[src/rtl/spin_motor_ramp_ctrl.sv]
// Spin motor ramp controller: latches a target drum speed on start, ramps the
// commanded RPM up in fixed steps, holds for a programmed number of ticks,
// ramps back down to zero and pulses done.
// Latency: state/RPM change on the tick edge; pwm_out lags pwm_cnt/current_rpm by one cycle.
// Backpressure: none; start is a level sampled only in IDLE, abort forces an early ramp-down.
//
// Ports:
//   clk          system clock
//   reset        asynchronous, active-high reset
//   target_rpm   requested spin speed (11 bits), latched on start in IDLE
//   start        level; begins a spin cycle when seen in IDLE with abort low
//   abort        level; in RAMP_UP/HOLD forces RAMP_DOWN on the next clock
//   current_rpm  commanded drum speed
//   pwm_out      registered motor-enable PWM, high while pwm_cnt < current_rpm
//   at_speed     high while in HOLD
//   busy         high in every state except IDLE
//   done         one-cycle pulse in the DONE state
//   state        IDLE=0, RAMP_UP=1, HOLD=2, RAMP_DOWN=3, DONE=4

module spin_motor_ramp_ctrl #(
    parameter int unsigned TICKS_PER_STEP = 1000,
    parameter logic [10:0] RAMP_STEP      = 11'd100,
    parameter int unsigned HOLD_TICKS     = 300,
    parameter logic [10:0] MAX_RPM        = 11'd1400
) (
    input  logic        clk,
    input  logic        reset,
    input  logic [10:0] target_rpm,
    input  logic        start,
    input  logic        abort,
    output logic [10:0] current_rpm,
    output logic        pwm_out,
    output logic        at_speed,
    output logic        busy,
    output logic        done,
    output logic [2:0]  state
);

    // Counter widths; the hold counter needs at least one bit even when a
    // single hold tick is programmed.
    localparam int PW = $clog2(TICKS_PER_STEP);
    localparam int HW = (HOLD_TICKS > 1) ? $clog2(HOLD_TICKS) : 1;

    localparam logic [PW-1:0] PRESC_LAST = PW'(TICKS_PER_STEP - 1);
    localparam logic [HW-1:0] HOLD_LAST  = HW'(HOLD_TICKS - 1);

    typedef enum logic [2:0] {
        S_IDLE      = 3'd0,
        S_RAMP_UP   = 3'd1,
        S_HOLD      = 3'd2,
        S_RAMP_DOWN = 3'd3,
        S_DONE      = 3'd4
    } state_e;

    state_e       state_q, state_d;
    logic [10:0]  tgt_q, tgt_d;
    logic [10:0]  cur_rpm_q, cur_rpm_d;
    logic [PW-1:0] presc_q, presc_d;
    logic [HW-1:0] hold_q, hold_d;
    logic [10:0]  pwm_cnt_q, pwm_cnt_d;
    logic         pwm_out_q, pwm_out_d;

    // Shared conditions used by both the FSM and the datapath.
    logic        active;
    logic        tick;
    logic        start_ok;
    logic        abort_act;
    logic        up_last;
    logic        down_last;
    logic        hold_last;
    logic [10:0] tgt_clamped;

    assign active      = (state_q == S_RAMP_UP) || (state_q == S_HOLD) ||
                         (state_q == S_RAMP_DOWN);
    assign tick        = active && (presc_q == PRESC_LAST);
    assign start_ok    = start && !abort;
    // abort only matters while still accelerating or holding.
    assign abort_act   = abort && ((state_q == S_RAMP_UP) || (state_q == S_HOLD));
    assign tgt_clamped = (target_rpm > MAX_RPM) ? MAX_RPM : target_rpm;
    // cur_rpm_q never exceeds tgt_q in RAMP_UP, so the subtraction cannot wrap.
    assign up_last     = (tgt_q - cur_rpm_q) <= RAMP_STEP;
    assign down_last   = cur_rpm_q <= RAMP_STEP;
    assign hold_last   = (hold_q == HOLD_LAST);

    // ------------------------------------------------------------------
    // FSM: state register
    // ------------------------------------------------------------------
    always_ff @(posedge clk or posedge reset) begin
        if (reset) begin
            state_q <= S_IDLE;
        end else begin
            state_q <= state_d;
        end
    end

    // ------------------------------------------------------------------
    // FSM: next-state logic
    // ------------------------------------------------------------------
    always_comb begin
        state_d = state_q;
        case (state_q)
            S_IDLE: begin
                if (start_ok) begin
                    state_d = (tgt_clamped == 11'd0) ? S_DONE : S_RAMP_UP;
                end
            end
            S_RAMP_UP: begin
                if (abort_act) begin
                    state_d = S_RAMP_DOWN;
                end else if (tick && up_last) begin
                    state_d = S_HOLD;
                end
            end
            S_HOLD: begin
                if (abort_act) begin
                    state_d = S_RAMP_DOWN;
                end else if (tick && hold_last) begin
                    state_d = S_RAMP_DOWN;
                end
            end
            S_RAMP_DOWN: begin
                if (tick && down_last) begin
                    state_d = S_DONE;
                end
            end
            S_DONE: begin
                state_d = S_IDLE;
            end
            default: begin
                state_d = S_IDLE;
            end
        endcase
    end

    // ------------------------------------------------------------------
    // FSM: outputs decoded from the registered state only
    // ------------------------------------------------------------------
    always_comb begin
        at_speed = 1'b0;
        busy     = 1'b1;
        done     = 1'b0;
        case (state_q)
            S_IDLE:  busy     = 1'b0;
            S_HOLD:  at_speed = 1'b1;
            S_DONE:  done     = 1'b1;
            default: begin
                at_speed = 1'b0;
            end
        endcase
    end

    assign state       = state_q;
    assign current_rpm = cur_rpm_q;
    assign pwm_out     = pwm_out_q;

    // ------------------------------------------------------------------
    // Datapath next values
    // ------------------------------------------------------------------
    always_comb begin
        tgt_d     = tgt_q;
        cur_rpm_d = cur_rpm_q;
        hold_d    = hold_q;

        // Prescaler runs only in the moving/holding states and is zero on
        // entry to RAMP_UP, so the first tick lands TICKS_PER_STEP cycles in.
        // An abort does not disturb it.
        if (active) begin
            presc_d = tick ? '0 : presc_q + 1'b1;
        end else begin
            presc_d = '0;
        end

        case (state_q)
            S_IDLE: begin
                if (start_ok) begin
                    tgt_d = tgt_clamped;
                end
            end
            S_RAMP_UP: begin
                // abort takes priority over a coinciding step.
                if (!abort_act && tick) begin
                    if (up_last) begin
                        cur_rpm_d = tgt_q;
                        hold_d    = '0;
                    end else begin
                        cur_rpm_d = cur_rpm_q + RAMP_STEP;
                    end
                end
            end
            S_HOLD: begin
                if (!abort_act && tick) begin
                    hold_d = hold_q + 1'b1;
                end
            end
            S_RAMP_DOWN: begin
                if (tick) begin
                    cur_rpm_d = down_last ? 11'd0 : (cur_rpm_q - RAMP_STEP);
                end
            end
            default: begin
                cur_rpm_d = cur_rpm_q;
            end
        endcase
    end

    // Free-running PWM carrier; comparison is registered so pwm_out trails
    // the counter by one clock.
    always_comb begin
        pwm_cnt_d = pwm_cnt_q + 11'd1;
        pwm_out_d = (pwm_cnt_q < cur_rpm_q);
    end

    always_ff @(posedge clk or posedge reset) begin
        if (reset) begin
            tgt_q     <= '0;
            cur_rpm_q <= '0;
            presc_q   <= '0;
            hold_q    <= '0;
            pwm_cnt_q <= '0;
            pwm_out_q <= 1'b0;
        end else begin
            tgt_q     <= tgt_d;
            cur_rpm_q <= cur_rpm_d;
            presc_q   <= presc_d;
            hold_q    <= hold_d;
            pwm_cnt_q <= pwm_cnt_d;
            pwm_out_q <= pwm_out_d;
        end
    end

endmodule

[config.mk]
export PLATFORM = sky130hd
export DESIGN_NAME = spin_motor_ramp_ctrl
export DESIGN_NICKNAME = d
export VERILOG_FILES = /design/src/rtl/spin_motor_ramp_ctrl.sv
export SDC_FILE = /design/constraint.sdc
export NUM_CORES = 1
export LEC_CHECK = 0
export ABC_AREA = 0
export CORE_ASPECT_RATIO = 2
export CORE_MARGIN = 5
export CORE_UTILIZATION = 59
export CTS_CLUSTER_SIZE = 40
export DETAILED_ROUTE_END_ITERATION = 6
export GPL_TIMING_DRIVEN = 0
export PLACE_DENSITY = 0.81
export SYNTH_ARGS = -nofsm -noshare
export SYNTH_HDL_FRONTEND = slang
export SYNTH_SLANG_ARGS = --single-unit
[constraint.sdc]
create_clock -name clk -period 5.9 [get_ports clk]
set_clock_uncertainty 0.15 [all_clocks]
set_input_delay 0.59 -clock clk [delete_from_list [all_inputs] [get_ports clk]]
set_output_delay 0.59 -clock clk [all_outputs]
set_load 0.005 [all_outputs]
==> impl_metrics.toml, run 1 <==
[placement]
dp_hpwl_um = 7440
port_buffers = 32
dpl.cell_count = 548
place_congestion = 0.926
dp_slack_ns = 2.53
place_area_sq_um = 4270

[critical_path]
path_class = "reg2reg"
crit_path_start_kind = "register"
reg2regPathDepth = 12
r2r_start = "current_rpm[5]"
path_buf_inv = 3
cpLargestDelayFamily = "simple AND/OR/NAND/NOR gates"
path_cells = "clkbuf_1 > inv_1 > ha_1 > or2_0 > a21oi_1 > a31oi_1 > xnor2_1 > nand4_1 > nor2_2 > buf_4 > nor2_1 > o32a_1"
worstReg2RegEnd = "current_rpm[3]"
cp_max_fo = 10
cpPeakStageDelay_ns = 0.42
critPathArrivalTime_ns = 3.46
end_kind = "register"
r2r_slack_ns = 2.47
cp_slowest_cell = "ha_1"
cp.required_ns = 5.94

[logic_synthesis]
syn_area_per_cell_sq_um = 8.92
synthCells = 429
synth-seq-cells = 56
synth_edf_count = 0
netlist_area_sq_um = 3830
yosysWarnings = 0
synth_fp_nets = 470
seq_area_frac_synth = 0.366
synth_top_flop_cell = "dfrtp_1"
ys_types = 67
async_flop_share = 1.00

[floorplan]
die-area_sq_um = 8290
rows = 41
fp.dieH_um = 124
core_area_sq_um = 6310
start_util = 0.606
ios = 33
die_w_um = 66.9

[min_path]
hold_path_startpoint = "pwm_cnt_q[10]"
holdPathStages = 1
hp-class = "reg2reg"
min_to = "pwm_cnt_q[10]"

[clock_network]
cts.clk_slew.worst_paths_ns = 0.08
cts_setup_buffers = 0
cts_root_buffer = "clkbuf_16"
cts_buffers = 5
cts_hold_buf = 0
cts_buffer_depth = 2
htreeDepth = 2
insertion_delay_ns = 0.30
cts_resized = 0
cts_tree = "yes"
numClockSinks = 56

[cells_and_area]
final_cell_mix = "dfrtp_1, clkdlybuf4s50_1, a21oi_1, nor2_1, ha_1"
syn_to_final_growth_pct = 15.6
seq_area_sq_um = 1400
final_core_util = 0.701
layout-drive-gt1-share = 0.0702
fillers = 537
antenna_cells = 0
layout.cells.non_filler = 556
fin_nets = 510
layout_commonest_cell = "dfrtp_1"
final_area_sq_um = 4420
multi_input_area_sq_um = 2250

[run]
cap_violations = 0

[grt]
grt_use_total = 0.251
grt_pass1_wl_um = 15800
grt_overflow = 0
grt_pass1_vias = 3397
grt_max_degree = 33
antenna_found_initial = 0

[routing]
ant_nets = 0
wire_per_inst_um = 17.4
viasPerCell = 6.22
post-route-drc-count = 0
via_count = 3458
wl_um = 9690
dr.pass1.iters = 5
drt_iter0_drc = 224

[sta]
maxSlewViolCount = 0
relSlewSlack = 0.601
setup_violations = 0
worst_pin_slew_ns = 0.593
finalHoldViolCount = 0
setup_slack_ns = 2.47
fmax_ghz = 0.292
hold_ws_ns = 0.329
tns_ns = 0
rsz0062_at_grt = "false"
fin_crit_sh = 0.581
finalWorstPathRequiredPeriod_ns = 3.43

[status]
status = "finished clean"

[pwr]
ir_drop_uv = 267
p_leak_nw = 1.84
finalPower_mw = 1.55
powerDensity_nw_per_um2 = 350
[synth_stat cells, types with 7 or more instances]
library cell / instances / area [sq um]
and3_1: 12 / 75.1
dfrtp_1: 56 / 1400
inv_1: 25 / 93.8
nand4_1: 9 / 56.3
a21o_1: 7 / 52.6
nor2_1: 29 / 109
clkbuf_1: 8 / 30.0
nand2_1: 20 / 75.1
xnor2_1: 19 / 166
xor2_1: 7 / 61.3
o21ai_0: 22 / 110
o22ai_1: 7 / 43.8
nand3_1: 23 / 115
or3_1: 7 / 43.8
ha_1: 26 / 325
nor3_1: 18 / 90.1
a21oi_1: 31 / 155
[worst reg2reg max path, cell delays in order, from the launching register on]
cell and delay [ns]:
dfrtp_1 0.36, clkbuf_1 0.31, inv_1 0.23, ha_1 0.42, or2_0 0.24, a21oi_1 0.16
a31oi_1 0.07, xnor2_1 0.19, nand4_1 0.28, nor2_2 0.26, buf_4 0.23, nor2_1 0.07
o32a_1 0.34
[registers in the layout, summed over array words and instances, names as in the netlist]
name	count
current_rpm	11
pwm_cnt_q	11
tgt_q	11
presc_q	10
hold_q	9
state	3
pwm_out	1
[power by group]
part	switching, mW	internal [mW]	leakage, nW
Combinational	0.442	0.300	1.09
Clock	0.147	0.158	0.0660
Sequential	0.0614	0.438	0.684
[routing by layer]
metal | vias up | track usage | wire, um
met5 | - | 0 | 0
met4 | 0 | 0.147 | 436
met3 | 37 | 0.0343 | 414
met2 | 112 | 0.448 | 5170
met1 | 1650 | 0.276 | 3680
li1 | 1659 | - | -
[kinds of logic after synthesis]
group,share of synthesized area
DFF,0.366
AOI/OAI and AO/OA,0.216
adders and majority gates,0.0850
xor gates and xnor gates,0.0595
and+or+nand+nor,0.216
buffers and inverters,0.0445
muxes,0.0137
[cell type report]
class | count | share of cell area
timing repair buffer | 33 | 0.0769
clock buffer | 5 | 0.0283
inverter | 27 | 0.0229
buffer | 14 | 0.0156
clock inverter | 3 | 0.00537
multi-input combinational | 332 | 0.510
tap | 86 | 0.0243
sequential | 56 | 0.317
[how the worst max path moves through the flow]
stage / slack (ns) / depth (start not counted) / end / start
floorplan: 2.98 / 13 / state[1] / current_rpm[5]
CTS: 2.52 / 12 / current_rpm[3] / current_rpm[5]
global placement: 2.58 / 13 / state[1] / current_rpm[5]
detailed placement: 2.53 / 12 / current_rpm[3] / current_rpm[5]
global route: 2.32 / 11 / hold_q[5] / current_rpm[5]
finish: 2.47 / 12 / current_rpm[3] / current_rpm[5]
No activity file was read; power rests on OpenSTA's default activity.
==> run 2: changes to the inputs <==
- clock period: 5.9 -> 3.3 ns (I/O delays scaled with it)
==> run 2 against run 1 <==
  * Core utilization rose by 0.32 points
  * Clock-buffer cell count did not move
  * Largest cell class unchanged
  * Global-route usage did not move
  * Hold slack got worse by 0.082 ns
  * Clock power rose by 79%
  * Sequential share of layout area fell by 0.058 points
  * Worst setup slack got worse by 2.4 ns
  * Combinational power rose by 83%
  * Critical path depth fell by 2
  * Critical path type unchanged
==> impl_metrics.toml, run 2 (synthesis results as in run 1) <==
[sta]
relSlewSlack = 0.582
fin_crit_sh = 0.966
maxSlewViolCount = 0
tns_ns = 0
finalWorstPathRequiredPeriod_ns = 3.19
worst_pin_slew_ns = 0.620
fmax_ghz = 0.314
rsz0062_at_grt = "false"
finalHoldViolCount = 0
hold_ws_ns = 0.247
setup_violations = 0

[critical_path]
critPathArrivalTime_ns = 3.22
cp.required_ns = 3.34
r2r_slack_ns = 0.11
crit_path_start_kind = "register"
path_class = "reg2reg"
end_kind = "register"
cp_max_fo = 10

[clock_network]
htreeDepth = 2
cts_tree = "yes"
cts_root_buffer = "clkbuf_16"
cts.clk_slew.worst_paths_ns = 0.08
insertion_delay_ns = 0.30
numClockSinks = 56
cts_buffers = 5
cts_buffer_depth = 2

[routing]
ant_nets = 0
post-route-drc-count = 0
wire_per_inst_um = 17.4
dr.pass1.iters = 5
drt_iter0_drc = 241
viasPerCell = 6.20
via_count = 3446
wl_um = 9660

[pwr]
ir_drop_uv = 482
powerDensity_nw_per_um2 = 631
p_leak_nw = 1.84

[min_path]
hp-class = "in2async"

[floorplan]
core_area_sq_um = 6310
die-area_sq_um = 8290
rows = 41
fp.dieH_um = 124
start_util = 0.606
ios = 33
die_w_um = 66.9

[grt]
grt_overflow = 0
grt_use_total = 0.251
antenna_found_initial = 0
grt_pass1_vias = 3392
grt_max_degree = 33
grt_pass1_wl_um = 15800

[cells_and_area]
layout_commonest_cell = "dfrtp_1"
fin_nets = 510
syn_to_final_growth_pct = 16.1
layout-drive-gt1-share = 0.0872
final_cell_mix = "dfrtp_1, clkdlybuf4s50_1, a21oi_1, nor2_1, ha_1"
antenna_cells = 0

[placement]
port_buffers = 32
dp_hpwl_um = 7440
place_congestion = 0.926

[run]
cap_violations = 0

[status]
status = "finished clean"
-- run 2: timing repair --
item,4_1_cts,5_1_grt
hold endpoints to repair,0,0
hold buffers,0,0
resized for setup,0,7
buffers inserted,0,1
setup endpoints to repair,7,18
pin swaps,0,1
-- run 2: cell type report --
type                            instances  area (sq um)
Sequential cell                        56          1410
Timing Repair Buffer                   34           348
Clock inverter                          3          23.8
Tap cell                               86           108
Buffer                                 13          65.1
Multi-Input combinational cell        332          2270
Inverter                               27           101
Clock buffer                            5           125
Fill cell                             533          1870
-- run 2: worst paths after layout --
check,from,end,cells after the start
min,reset,presc_q[3],2
min in group clk,pwm_cnt_q[10],pwm_cnt_q[10],1
max in group asynchronous,reset,current_rpm[7],3
min reg2reg,pwm_cnt_q[10],pwm_cnt_q[10],1
max,current_rpm[2],current_rpm[3],10
max reg2reg,current_rpm[2],current_rpm[3],10
-- run 2: routing by layer --
| metal | share of wire | track usage | wire, um |
|---|---|---|---|
| met4 | 0.047 | 0.147 | 456 |
| met5 | 0 | 0 | 0 |
| met1 | 0.37 | 0.276 | 3590 |
| met2 | 0.54 | 0.448 | 5180 |
| met3 | 0.045 | 0.0343 | 431 |
-- run 2: worst max-delay path, cell delays in order (launching register included) --
cell      delay, ns
dfrtp_1        0.52
inv_1          0.17
ha_1           0.41
o2111a_1       0.22
o31a_1         0.32
nor3_2         0.21
o221ai_2       0.20
nor2_2         0.23
buf_4          0.23
nor2_1         0.07
o32a_1         0.34
-- run 2: power by group --
group	total (mW)	switching, mW	internal, mW
clock	0.548	0.265	0.283
combinational	1.36	0.807	0.556
sequential	0.891	0.108	0.783
total	2.80	1.18	1.62
-- run 2: stage by stage --
step	util	instance area, sq um	power, mW	instances	worst slack [ns]
after floorplan	-	3830	1.83	429	0.376
after global placement	0.674	4250	2.16	547	-0.0159
after detailed placement	0.677	4270	2.21	548	-0.0716
after CTS	0.700	4420	2.76	555	0.0717
after global routing	0.704	4440	2.99	556	0.00482
final	0.704	4440	2.80	556	0.113
